File: config.mk
export PLATFORM = sky130hd
export DESIGN_NAME = psg_bus_sequencer
export DESIGN_NICKNAME = d
export VERILOG_FILES = /design/src/rtl/psg_bus_sequencer.sv
export SDC_FILE = /design/constraint.sdc
export NUM_CORES = 1
export LEC_CHECK = 0
export CAP_MARGIN = 20
export CELL_PAD_IN_SITES_DETAIL_PLACEMENT = 1
export CELL_PAD_IN_SITES_GLOBAL_PLACEMENT = 2
export CORE_UTILIZATION = 33
export DETAILED_ROUTE_END_ITERATION = 16
export GPL_TIMING_DRIVEN = 1
export PLACE_DENSITY_LB_ADDON = 0.3
export SLEW_MARGIN = 20
export SYNTH_ARGS = -nofsm -noshare
export SYNTH_HDL_FRONTEND = slang
export SYNTH_SLANG_ARGS = --single-unit
File: constraint.sdc
create_clock -name MCLK -period 4.4 [get_ports MCLK]
set_clock_uncertainty 0.1 [all_clocks]
set_input_delay 0.88 -clock MCLK [delete_from_list [all_inputs] [get_ports MCLK]]
set_output_delay 0.88 -clock MCLK [all_outputs]
set_load 0.005 [all_outputs]
File: src/rtl/psg_bus_sequencer.sv
// psg_bus_sequencer: serialises CPU sound-port accesses onto the YM2149 register
// buses. Each access becomes one bus phase (LATCH, WRITE or READ). The phase is held
// for HOLD_ENA PSG clock enables and is followed by a single inactive GAP cycle.
// After reset a fixed init sequence mutes both chips. Only then is the bus handed
// to the CPU.
module psg_bus_sequencer #(
    parameter int unsigned HOLD_ENA = 2,
    parameter logic [7:0]  INIT_R7  = 8'h3F
) (
    input  logic       MCLK,
    input  logic       RESET_L,
    input  logic       ENA,
    input  logic       CPU_CS,
    input  logic       CPU_WR,
    input  logic       CPU_RD,
    input  logic [1:0] CPU_ADR,
    input  logic [7:0] CPU_DI,
    output logic [7:0] CPU_DO,
    output logic       CPU_WAIT,
    output logic       PSG_CS0,
    output logic       PSG_CS1,
    output logic       PSG_BDIR,
    output logic       PSG_BC1,
    output logic [7:0] PSG_DA,
    input  logic [7:0] PSG0_DI,
    input  logic [7:0] PSG1_DI,
    output logic       INIT_DONE
);

    localparam logic [2:0] ST_INIT  = 3'd0;
    localparam logic [2:0] ST_IDLE  = 3'd1;
    localparam logic [2:0] ST_PHASE = 3'd2;
    localparam logic [2:0] ST_GAP   = 3'd3;
    localparam logic [2:0] ST_DONE  = 3'd4;

    // The phase ends on the ENA that brings the count up to HOLD_ENA.
    localparam logic [3:0] HOLD_LAST = 4'(HOLD_ENA - 1);
    // The init sequence has 16 phases: 2 chips x 4 registers x (latch, write).
    localparam logic [3:0] INIT_LAST = 4'd15;

    logic [2:0] state;
    logic [3:0] phase_cnt;
    logic [3:0] init_idx;
    logic       served;
    logic       cur_chip;
    logic       cur_read;

    logic       cpu_req;
    logic       served_clr;
    logic       served_set;
    logic       phase_end;
    logic       init_launch;
    logic       init_finish;
    logic       null_read;
    logic [3:0] launch_idx;

    // Init step encoding:
    //   idx[3]   selects the chip.
    //   idx[2:1] selects the register offset from r7.
    //   idx[0]   picks latch (0) or data write (1).
    function automatic logic [7:0] init_byte(input logic [3:0] idx);
        logic [1:0] k;
        k = idx[2:1];
        if (!idx[0]) begin
            init_byte = 8'h07 + {6'd0, k};
        end else if (k == 2'd0) begin
            init_byte = INIT_R7;
        end else begin
            init_byte = 8'h00;
        end
    endfunction

    // Request and sequencing decode shared by the registered blocks below.
    always_comb begin
        cpu_req     = CPU_CS & (CPU_WR | CPU_RD) & ~served;
        served_clr  = ~CPU_CS | ~(CPU_WR | CPU_RD);
        served_set  = (state == ST_GAP) & INIT_DONE;
        phase_end   = (state == ST_PHASE) & ENA & (phase_cnt == HOLD_LAST);
        null_read   = (state == ST_IDLE) & cpu_req & ~CPU_WR & ~CPU_ADR[0];
        init_launch = (state == ST_INIT) |
                      ((state == ST_GAP) & ~INIT_DONE & (init_idx != INIT_LAST));
        init_finish = (state == ST_GAP) & ~INIT_DONE & (init_idx == INIT_LAST);
        launch_idx  = (state == ST_INIT) ? init_idx : init_idx + 4'd1;
    end

    assign CPU_WAIT = cpu_req;

    // Sequencer FSM and the registered bus outputs it drives.
    always_ff @(posedge MCLK or negedge RESET_L) begin
        if (!RESET_L) begin
            state     <= ST_INIT;
            phase_cnt <= 4'd0;
            init_idx  <= 4'd0;
            cur_chip  <= 1'b0;
            cur_read  <= 1'b0;
            PSG_CS0   <= 1'b0;
            PSG_CS1   <= 1'b0;
            PSG_BDIR  <= 1'b0;
            PSG_BC1   <= 1'b0;
            PSG_DA    <= 8'h00;
            INIT_DONE <= 1'b0;
        end else begin
            case (state)
                ST_INIT, ST_GAP: begin
                    if (init_launch) begin
                        // The next init phase follows the gap directly, so the
                        // gap stays exactly one cycle long.
                        init_idx  <= launch_idx;
                        cur_chip  <= launch_idx[3];
                        cur_read  <= 1'b0;
                        phase_cnt <= 4'd0;
                        PSG_CS0   <= ~launch_idx[3];
                        PSG_CS1   <= launch_idx[3];
                        PSG_BDIR  <= 1'b1;
                        PSG_BC1   <= ~launch_idx[0];
                        PSG_DA    <= init_byte(launch_idx);
                        state     <= ST_PHASE;
                    end else if (init_finish) begin
                        INIT_DONE <= 1'b1;
                        state     <= ST_IDLE;
                    end else begin
                        state <= ST_DONE;
                    end
                end
                ST_IDLE: begin
                    if (cpu_req) begin
                        cur_chip  <= CPU_ADR[1];
                        phase_cnt <= 4'd0;
                        if (CPU_WR) begin
                            // A write takes priority when both strobes are high.
                            // ADR0 chooses address latch versus data write.
                            cur_read <= 1'b0;
                            PSG_CS0  <= ~CPU_ADR[1];
                            PSG_CS1  <= CPU_ADR[1];
                            PSG_BDIR <= 1'b1;
                            PSG_BC1  <= ~CPU_ADR[0];
                            PSG_DA   <= CPU_DI;
                            state    <= ST_PHASE;
                        end else if (CPU_ADR[0]) begin
                            cur_read <= 1'b1;
                            PSG_CS0  <= ~CPU_ADR[1];
                            PSG_CS1  <= CPU_ADR[1];
                            PSG_BDIR <= 1'b0;
                            PSG_BC1  <= 1'b1;
                            state    <= ST_PHASE;
                        end else begin
                            // Reading the address port has no bus cycle. It
                            // only passes through the gap so WAIT spans two cycles.
                            cur_read <= 1'b0;
                            state    <= ST_GAP;
                        end
                    end
                end
                ST_PHASE: begin
                    if (ENA) begin
                        phase_cnt <= phase_cnt + 4'd1;
                        if (phase_end) begin
                            PSG_CS0  <= 1'b0;
                            PSG_CS1  <= 1'b0;
                            PSG_BDIR <= 1'b0;
                            PSG_BC1  <= 1'b0;
                            state    <= ST_GAP;
                        end
                    end
                end
                ST_DONE: begin
                    state <= ST_IDLE;
                end
                default: begin
                    state <= ST_INIT;
                end
            endcase
        end
    end

    // Read data register: loaded at the end of a READ phase, or forced to FF by a
    // read of the address port; otherwise it holds its value.
    always_ff @(posedge MCLK or negedge RESET_L) begin
        if (!RESET_L) begin
            CPU_DO <= 8'hFF;
        end else if (null_read) begin
            CPU_DO <= 8'hFF;
        end else if (phase_end && cur_read) begin
            CPU_DO <= cur_chip ? PSG1_DI : PSG0_DI;
        end
    end

    // The served flag stays set until the CPU drops CS or both strobes, so a
    // held strobe produces only one access.
    always_ff @(posedge MCLK or negedge RESET_L) begin
        if (!RESET_L) begin
            served <= 1'b0;
        end else if (served_clr) begin
            served <= 1'b0;
        end else if (served_set) begin
            served <= 1'b1;
        end
    end

endmodule

==> reports/metrics.csv, run 1 <==
metric;value;unit
run status;completed;
slowest stage cell, crit path;o21ai_0;
initial antenna violation count;0;
crit path kind;input port to output port;
Worst EP arrival;2.53;ns
Mapped Cells;206;
Die ar.;6810;um^2
Max-Cap Viols;0;
Ant. Diodes;0;
clock tree from TritonCTS;built;
RSZ-0062 raised after global routing;no;
syn_area_per_cell;10.4;um^2
first drt pass iteration count;3;
vias in the first global route;1749;
Post-synth EDFFs;0;
GR Overflow Total;0;
post-synth net total;243;
gp weighted congestion;0.798;
R2R setup slack;1.63;ns
cell area after synthesis;2140;um^2
fin worst setup slack;0.887;ns
Design Area, Final;2760;um^2
endpoints failing setup;0;
Post-DRT Antenna Nets;0;
clock slew at reported path FFs;0.08;ns
CTS resizes;0;
post-route insts no fill;329;
dominant synthesized flop cell;dfrtp_1;
CP most frequent cell;clkdlybuf4s50_1;
total track usage;16.3;%
worst hold path depth;1;
number of I/O pins;54;
die width;82.5;um
Rows;28;
WHS;0.386;ns
share of layout cells above drive strength 1;16.5;%
library cells used by synthesis;53;
Rel. slew slack;46.4;%
starting DRC count in detailed routing;37;
HP Class;register to register;
largest fanout on the critical path;7;
endpoint class of the critical path;output port;
max incr delay on CP;0.57;ns
Core Footprint;6100;um^2
FFs w/ async S/R, synth;100;%
HPWL Detailed;3750;um
pin count of the biggest net entering global routing;36;
Root Buffer;clkbuf_8;
worst skew pair latency;0.28;ns
clock period minus worst slack;3.51;ns
Routed WL;5130;um
YS warnings;0;
Syn-to-layout area delta;28.9;%
crit path cell chain;clkdlybuf4s50_1 > o21ai_0 > inv_1 > clkdlybuf4s50_1;
first-pass GRT wire length;8440;um
R2R cell count;8;
Leakage;1.15;nW
Final period util;79.8;%
register area share after synthesis;41.4;%
Nets;290;
hold_buf cts;0;
commonest cells after routing, fill and taps aside;clkdlybuf4s50_1 (52), dfrtp_1 (27), mux2i_1 (15), nand2_1 (15);
R2R Path Start;state[1];
total CTS buffers;5;
Place WS;0.886;ns
FMAX;0.285;GHz
initial core utilization;35.1;%
synthesized flop and latch total;35;
post-CTS setup buffer count;0;
placed cells;321;
Die Y-Extent;82.5;um
Placed Area;2670;um^2
PwrDens;491;nW/um^2
via count;1726;
Hold Vio Cnt, Final;0;
TNS Setup;0;ns
# DRC;0;
Critical R2R Capture;PSG_DA[1];
WP data required;3.42;ns
worst-margin pin slew;0.805;ns
startpoint class of the critical path;input port;
Crit. Startpoint;CPU_WR;
Slew Viols, Final;0;
Peak supply drop;264;uV
clock tree buffer depth;2;
drt via density;5.25;
WL/cell;15.6;um
# port buffers;53;
Critical Path End;CPU_WAIT;
most common cell after layout, fill and taps aside;clkdlybuf4s50_1;
H-tree levels;2;
# clock sinks;35;
fillers;716;
-- synthesized netlist by cell type (5+ instances only) --
library cell | number | area, um^2
ha_1 | 5 | 62.6
a21oi_1 | 9 | 45.0
nand3_1 | 5 | 25.0
o21ai_0 | 10 | 50.1
mux2i_1 | 15 | 150
dfstp_2 | 8 | 210
nand2_1 | 15 | 56.3
inv_1 | 11 | 41.3
mux2_2 | 11 | 124
dfrtp_1 | 27 | 676
nor2_1 | 8 | 30.0
buf_2 | 5 | 25.0
o211ai_2 | 8 | 100
-- power breakdown --
part	total (W)	switching (W)	leakage (nW)	internal (W)
clock network	0.000231	0.000121	0.0402	0.000110
logic	0.000592	0.000269	0.683	0.000323
registers	0.000531	0.000126	0.428	0.000405
-- critical path, delay by kind of cell --
kind,cells,cell delay (ns)
AOI/OAI and AO/OA,1,0.57
buffers and inverters,3,1.08
-- registers in the layout, indices dropped and copies added (netlist names) --
register   cells
state          3
cur_read       1
PSG_BC1        1
PSG_DA         8
PSG_BDIR       1
CPU_DO         8
PSG_CS0        1
cur_chip       1
init_idx       4
phase_cnt      4
PSG_CS1        1
served         1
INIT_DONE      1
-- logic make-up (layout without fill, tap and decap cells) --
logic type	count (synthesis)	count (layout)	share of synthesized area [%]
and+or+nand+nor	59	59	15.9
AOI/OAI and AO/OA	52	52	18.8
DFF	35	35	41.4
muxes	26	26	12.8
buffers and inverters	25	73	6.49
adders and majority gates	5	5	2.92
xor gates and xnor gates	4	4	1.64
-- through the flow --
step | utilization, % | total power (W)
CTS | 45.2 | 0.00138
floorplan | - | 0.000913
global placement | 43.8 | 0.00113
finish | 45.2 | 0.00135
global route | 45.2 | 0.00148
detailed placement | 43.8 | 0.00114
-- area by class of cell --
| cell class | count | area (um^2) | area share (%) |
|---|---|---|---|
| clock buffers | 5 | 68.8 | 2.50 |
| clock inverters | 3 | 20.0 | 0.726 |
| inverters | 11 | 41.3 | 1.50 |
| multi-input cells | 146 | 1110 | 40.4 |
| flip-flops and latches | 35 | 886 | 32.1 |
| well taps | 75 | 93.8 | 3.40 |
| repair buffers | 54 | 533 | 19.3 |
-- metal layers --
layer | global-route usage [%] | share of wire (%)
met1 | 22.1 | 48
met2 | 26.6 | 45
met3 | 2.75 | 6.0
met4 | 4.66 | 0.78
met5 | 0 | 0
-- how the worst min path moves through the flow --
| stage | startpoint | to |
|---|---|---|
| 3_5_place_dp | PSG_BDIR | PSG_BDIR |
| 4_1_cts | PSG_BDIR | PSG_BDIR |
| 2_1_floorplan | PSG_BDIR | PSG_BDIR |
| 6_report | PSG_BDIR | PSG_BDIR |
| 5_1_grt | CPU_DO[7] | CPU_DO[7] |
| 3_3_place_gp | PSG_BDIR | PSG_BDIR |
(Power assumes the default switching activity.)
==> inputs of run 2 (changes only) <==
--- a/config.mk
+++ b/config.mk
@@ -8,7 +8,7 @@
 export CAP_MARGIN = 20
 export CELL_PAD_IN_SITES_DETAIL_PLACEMENT = 1
 export CELL_PAD_IN_SITES_GLOBAL_PLACEMENT = 2
-export CORE_UTILIZATION = 33
+export CORE_UTILIZATION = 27
 export DETAILED_ROUTE_END_ITERATION = 16
 export GPL_TIMING_DRIVEN = 1
 export PLACE_DENSITY_LB_ADDON = 0.3
==> constraint.sdc (replaced) <==
create_clock -name MCLK -period 2.8 [get_ports MCLK]
set_clock_uncertainty 0.1 [all_clocks]
set_input_delay 0.56 -clock MCLK [delete_from_list [all_inputs] [get_ports MCLK]]
set_output_delay 0.56 -clock MCLK [all_outputs]
set_load 0.005 [all_outputs]
==> run 2 against run 1 <==
Effect of this change:
- critical path depth increased by 1
- first-iteration DRC count decreased by 5.4%
- die area increased by 22%
- design area increased by 4.4%
- flip-flop and latch count unchanged
==> reports/metrics.csv, run 2 (same netlist as run 1, synthesis figures left out) <==
metric;value;unit
max incr delay on CP;0.50;ns
# clock sinks;35;
most common cell after layout, fill and taps aside;clkdlybuf4s50_1;
TNS Setup;0;ns
clock slew at reported path FFs;0.07;ns
CTS resizes;0;
first-pass GRT wire length;9070;um
first drt pass iteration count;4;
Die Y-Extent;91.0;um
Slew Viols, Final;0;
slowest stage cell, crit path;clkdlybuf4s50_1;
WL/cell;14.4;um
initial antenna violation count;0;
HPWL Detailed;3960;um
Place WS;0.222;ns
Peak supply drop;322;uV
run status;completed;
drt via density;4.74;
via count;1724;
PwrDens;787;nW/um^2
Buf/Inv on CP;3;
fin worst setup slack;0.244;ns
startpoint class of the critical path;input port;
H-tree levels;2;
RSZ-0062 raised after global routing;no;
Rel. slew slack;45.9;%
FMAX;0.391;GHz
R2R setup slack;0.32;ns
WHS;0.262;ns
endpoint class of the critical path;output port;
Post-DRT Antenna Nets;0;
Core Footprint;7690;um^2
Rows;32;
hold_buf cts;0;
worst-margin pin slew;0.812;ns
total CTS buffers;5;
post-CTS setup buffer count;0;
largest fanout on the critical path;3;
clock period minus worst slack;2.56;ns
clock tree buffer depth;2;
clock tree from TritonCTS;built;
share of layout cells above drive strength 1;19.1;%
WP data required;2.14;ns
Leakage;1.21;nW
commonest cells after routing, fill and taps aside;clkdlybuf4s50_1 (52), dfrtp_1 (27), mux2i_1 (15), nand2_1 (15);
Ant. Diodes;0;
Routed WL;5250;um
family with the most delay on the worst path;buffers and inverters;
Max-Cap Viols;0;
# port buffers;53;
pin count of the biggest net entering global routing;36;
Hold Vio Cnt, Final;0;
Root Buffer;clkbuf_8;
crit path cell chain;clkdlybuf4s50_1 > nor2b_1 > o21ai_0 > inv_1 > clkdlybuf4s50_1;
total track usage;13.7;%
CP most frequent cell;clkdlybuf4s50_1;
worst skew pair latency;0.29;ns
Nets;298;
Worst EP arrival;1.90;ns
starting DRC count in detailed routing;35;
Final Core Density;37.5;%
die width;91.0;um
HP Class;input port to asynchronous set/reset pin;
# DRC;0;
gp weighted congestion;0.713;
initial core utilization;27.8;%
Die ar.;8280;um^2
vias in the first global route;1838;
Final period util;91.3;%
endpoints failing setup;0;
Syn-to-layout area delta;34.6;%
number of I/O pins;54;
crit path kind;input port to output port;
biggest regs;CPU_DO: 8 flops, PSG_DA: 8 flops;
GR Overflow Total;0;
==> run 2: cell types whose count changed in the layout (fill, tap and decap cells not counted) <==
cell        before  now
buf_4            1    9
clkinvlp_4       2    0
bufinv_16        0    1
clkbuf_8         5    6
==> run 2: metrics by stage <==
step | std cells | power, W | area (um^2)
after CTS | 364 | 0.00232 | 2880
after global routing | 364 | 0.00248 | 2880
after detailed placement | 356 | 0.00183 | 2760
after global placement | 356 | 0.00181 | 2760
after floorplan | 206 | 0.00144 | 2140
final | 364 | 0.00227 | 2880
==> run 2: final timing paths <==
check | startpoint | end | cells after the start
worst min register to register | PSG_BDIR | PSG_BDIR | 1
worst max-delay path | CPU_CS | CPU_WAIT | 5
worst max register to register | state[2] | PSG_DA[3] | 8
min in group MCLK | PSG_BDIR | PSG_BDIR | 1
max in group asynchronous | RESET_L | PSG_CS1 | 1
worst min-delay path | RESET_L | phase_cnt[1] | 1
==> run 2: power by group <==
group	internal, W	switching (W)	leakage [nW]
Combinational	0.000533	0.000472	0.720
Clock	0.000288	0.000189	0.0612
Sequential	0.000638	0.000147	0.428
Total	0.00146	0.000807	1.21
==> run 2: worst register-to-register path, stage by stage (launching register included) <==
cell and delay [ns]:
dfrtp_1 0.47, or2_1 0.28, o21ai_0 0.23, xor2_1 0.13, ha_1 0.23, and2_1 0.19, o311ai_0 0.30, o21ai_0 0.15
mux2_2 0.29
==> run 2: cell type report <==
cell class / count / area [um^2]
clock buffer: 6 / 82.6
clock inverter: 2 / 35.0
fill: 866 / 4810
inverter: 11 / 41.3
multi-input combinational: 146 / 1110
sequential: 35 / 886
tap: 102 / 128
timing repair buffer: 62 / 593
==> run 2: routing by layer <==
metal	wire length [um]	global-route usage, %	up-vias
met2	2520	23.9	39
met3	241	3.35	4
met5	0	0	-
li1	-	-	851
met4	47	3.17	0
met1	2440	17.0	830
==> inputs of run 3 (changes only) <==
--- a/config.mk
+++ b/config.mk
@@ -11,7 +11,7 @@
 export CORE_UTILIZATION = 27
 export DETAILED_ROUTE_END_ITERATION = 16
 export GPL_TIMING_DRIVEN = 1
-export PLACE_DENSITY_LB_ADDON = 0.3
+export PLACE_DENSITY_LB_ADDON = 0.1
 export SLEW_MARGIN = 20
 export SYNTH_ARGS = -nofsm -noshare
 export SYNTH_HDL_FRONTEND = slang
==> run 3 against run 2 <==
Effect of this change:
- die area stayed put
- via count is 1.9% higher
- global-route usage grew 0.57 points
- largest power group unchanged
- critical path depth is the same
- design area grew 0.22%
- sequential power up 0.5%
- hold slack better by 0.11 ns
- worst setup slack lost 0.023 ns
==> reports/metrics.csv, run 3 (same netlist as run 1, synthesis figures left out) <==
metric;value;unit
die width;91.0;um
RSZ-0062 raised after global routing;no;
Worst EP arrival;1.92;ns
Hold EP;PSG_BDIR;
busiest grt layer;met2;
endpoints failing setup;0;
worst-margin pin slew;0.703;ns
pin count of the biggest net entering global routing;36;
fillers;876;
endpoint class of the critical path;output port;
most common cell after layout, fill and taps aside;clkdlybuf4s50_1;
crit path kind;input port to output port;
HPWL Detailed;4140;um
Rows;32;
R2R setup slack;0.32;ns
number of I/O pins;54;
sequential cell area;886;um^2
Syn-to-layout area delta;34.9;%
WP data required;2.14;ns
M1 GR Usage;18.5;%
Root Buffer;clkbuf_8;
R2R Path Start;state[2];
largest fanout on the critical path;3;
# DRC;0;
# port buffers;53;
post-route insts no fill;366;
Place WS;0.192;ns
Core Footprint;7690;um^2
initial antenna violation count;0;
clock slew at reported path FFs;0.07;ns
Routed WL;5450;um
Die ar.;8280;um^2
Power, Total;0.00224;W
vias in the first global route;1800;
CP most frequent cell;clkdlybuf4s50_1;
total CTS buffers;5;
Leakage;1.21;nW
Die Y-Extent;91.0;um
PwrDens;777;nW/um^2
max incr delay on CP;0.49;ns
Max-Cap Viols;0;
biggest regs;CPU_DO: 8 flops, PSG_DA: 8 flops;
HP Start;PSG_BDIR;
met2 global-route usage;23.5;%
clock tree from TritonCTS;built;
clock tree buffer depth;2;
HP Class;register to register;
clock period minus worst slack;2.58;ns
fin worst setup slack;0.221;ns
Slew Viols, Final;0;
GR Overflow Total;0;
WL/cell;14.9;um
# clock sinks;35;
Final period util;92.1;%
TNS Setup;0;ns
worst skew pair latency;0.29;ns
initial core utilization;27.8;%
crit path cell chain;clkdlybuf4s50_1 > nor2b_1 > o21ai_0 > inv_1 > clkdlybuf4s50_1;
area of the multi-input gates;1110;um^2
Peak supply drop;393;uV
worst hold path depth;1;
via count;1757;
Ant. Diodes;0;
H-tree levels;2;
commonest cells after routing, fill and taps aside;clkdlybuf4s50_1 (53), dfrtp_1 (27), mux2i_1 (15), nand2_1 (15);
run status;completed;
Post-DRT Antenna Nets;0;
first-pass GRT wire length;9300;um
share of layout cells above drive strength 1;19.3;%
FMAX;0.388;GHz
drt via density;4.80;
Hold Vio Cnt, Final;0;
Nets;300;
startpoint class of the critical path;input port;
first drt pass iteration count;3;
met3 usage;3.27;%
slowest stage cell, crit path;clkdlybuf4s50_1;
Critical R2R Capture;PSG_DA[0];
total track usage;14.3;%
starting DRC count in detailed routing;21;
Rel. slew slack;53.0;%
R2R cell count;8;
gp weighted congestion;0.720;
placed cells;358;
[run 3: layout make-up]
type / instances / area share (%)
clock buffer: 7 / 3.34
clock inverter: 1 / 0.260
inverter: 11 / 1.43
multi-input combinational: 146 / 38.6
sequential: 35 / 30.7
tap: 102 / 4.42
timing repair buffer: 64 / 21.2
[run 3: where the power goes]
group | total [W] | internal (W) | switching, W | leakage [nW]
Combinational | 0.00103 | 0.000542 | 0.000492 | 0.731
Clock | 0.000419 | 0.000224 | 0.000195 | 0.0505
Sequential | 0.000789 | 0.000638 | 0.000151 | 0.428
Total | 0.00224 | 0.00140 | 0.000838 | 1.21
[run 3: per-stage QoR]
stage	util, %	cell area, um^2	hold slack [ns]
6_report	37.5	2890	0.375
5_1_grt	37.5	2890	0.399
3_3_place_gp	36.2	2780	0.359
2_1_floorplan	-	2140	0.164
4_1_cts	37.5	2890	0.384
3_5_place_dp	36.2	2780	0.366
[run 3: how the worst max path moves through the flow]
stage | from | endpoint | slack, ns | cells past startpoint
final | CPU_CS | CPU_WAIT | 0.22 | 5
after global routing | state[2] | PSG_DA[3] | 0.02 | 8
after CTS | CPU_CS | CPU_WAIT | 0.20 | 5
after detailed placement | CPU_CS | CPU_DO[0] | 0.19 | 6
after global placement | state[2] | PSG_DA[0] | 0.24 | 8
after floorplan | state[2] | PSG_DA[0] | 0.43 | 10
[run 3: timing repair]
| action | in CTS | in global routing |
|---|---|---|
| hold buffers | 0 | 0 |
| gates resized for setup | 0 | 1 |
| setup endpoints to repair | 0 | 1 |
| hold endpoints to repair | 0 | 0 |
| setup buffers | 0 | 0 |
[run 3: layer usage]
layer  part of all wire (%)  vias to the layer above
met5                      0                        -
li1                       -                      862
met4                    1.3                        0
met1                     47                      859
met3                    3.9                        6
met2                     48                       30
[run 3: worst max-delay path, delay by kind of cell]
| family | cells | cell delay, ns |
|---|---|---|
| and+or+nand+nor | 1 | 0.17 |
| AOI/OAI and AO/OA | 1 | 0.14 |
| buffers and inverters | 3 | 1.05 |
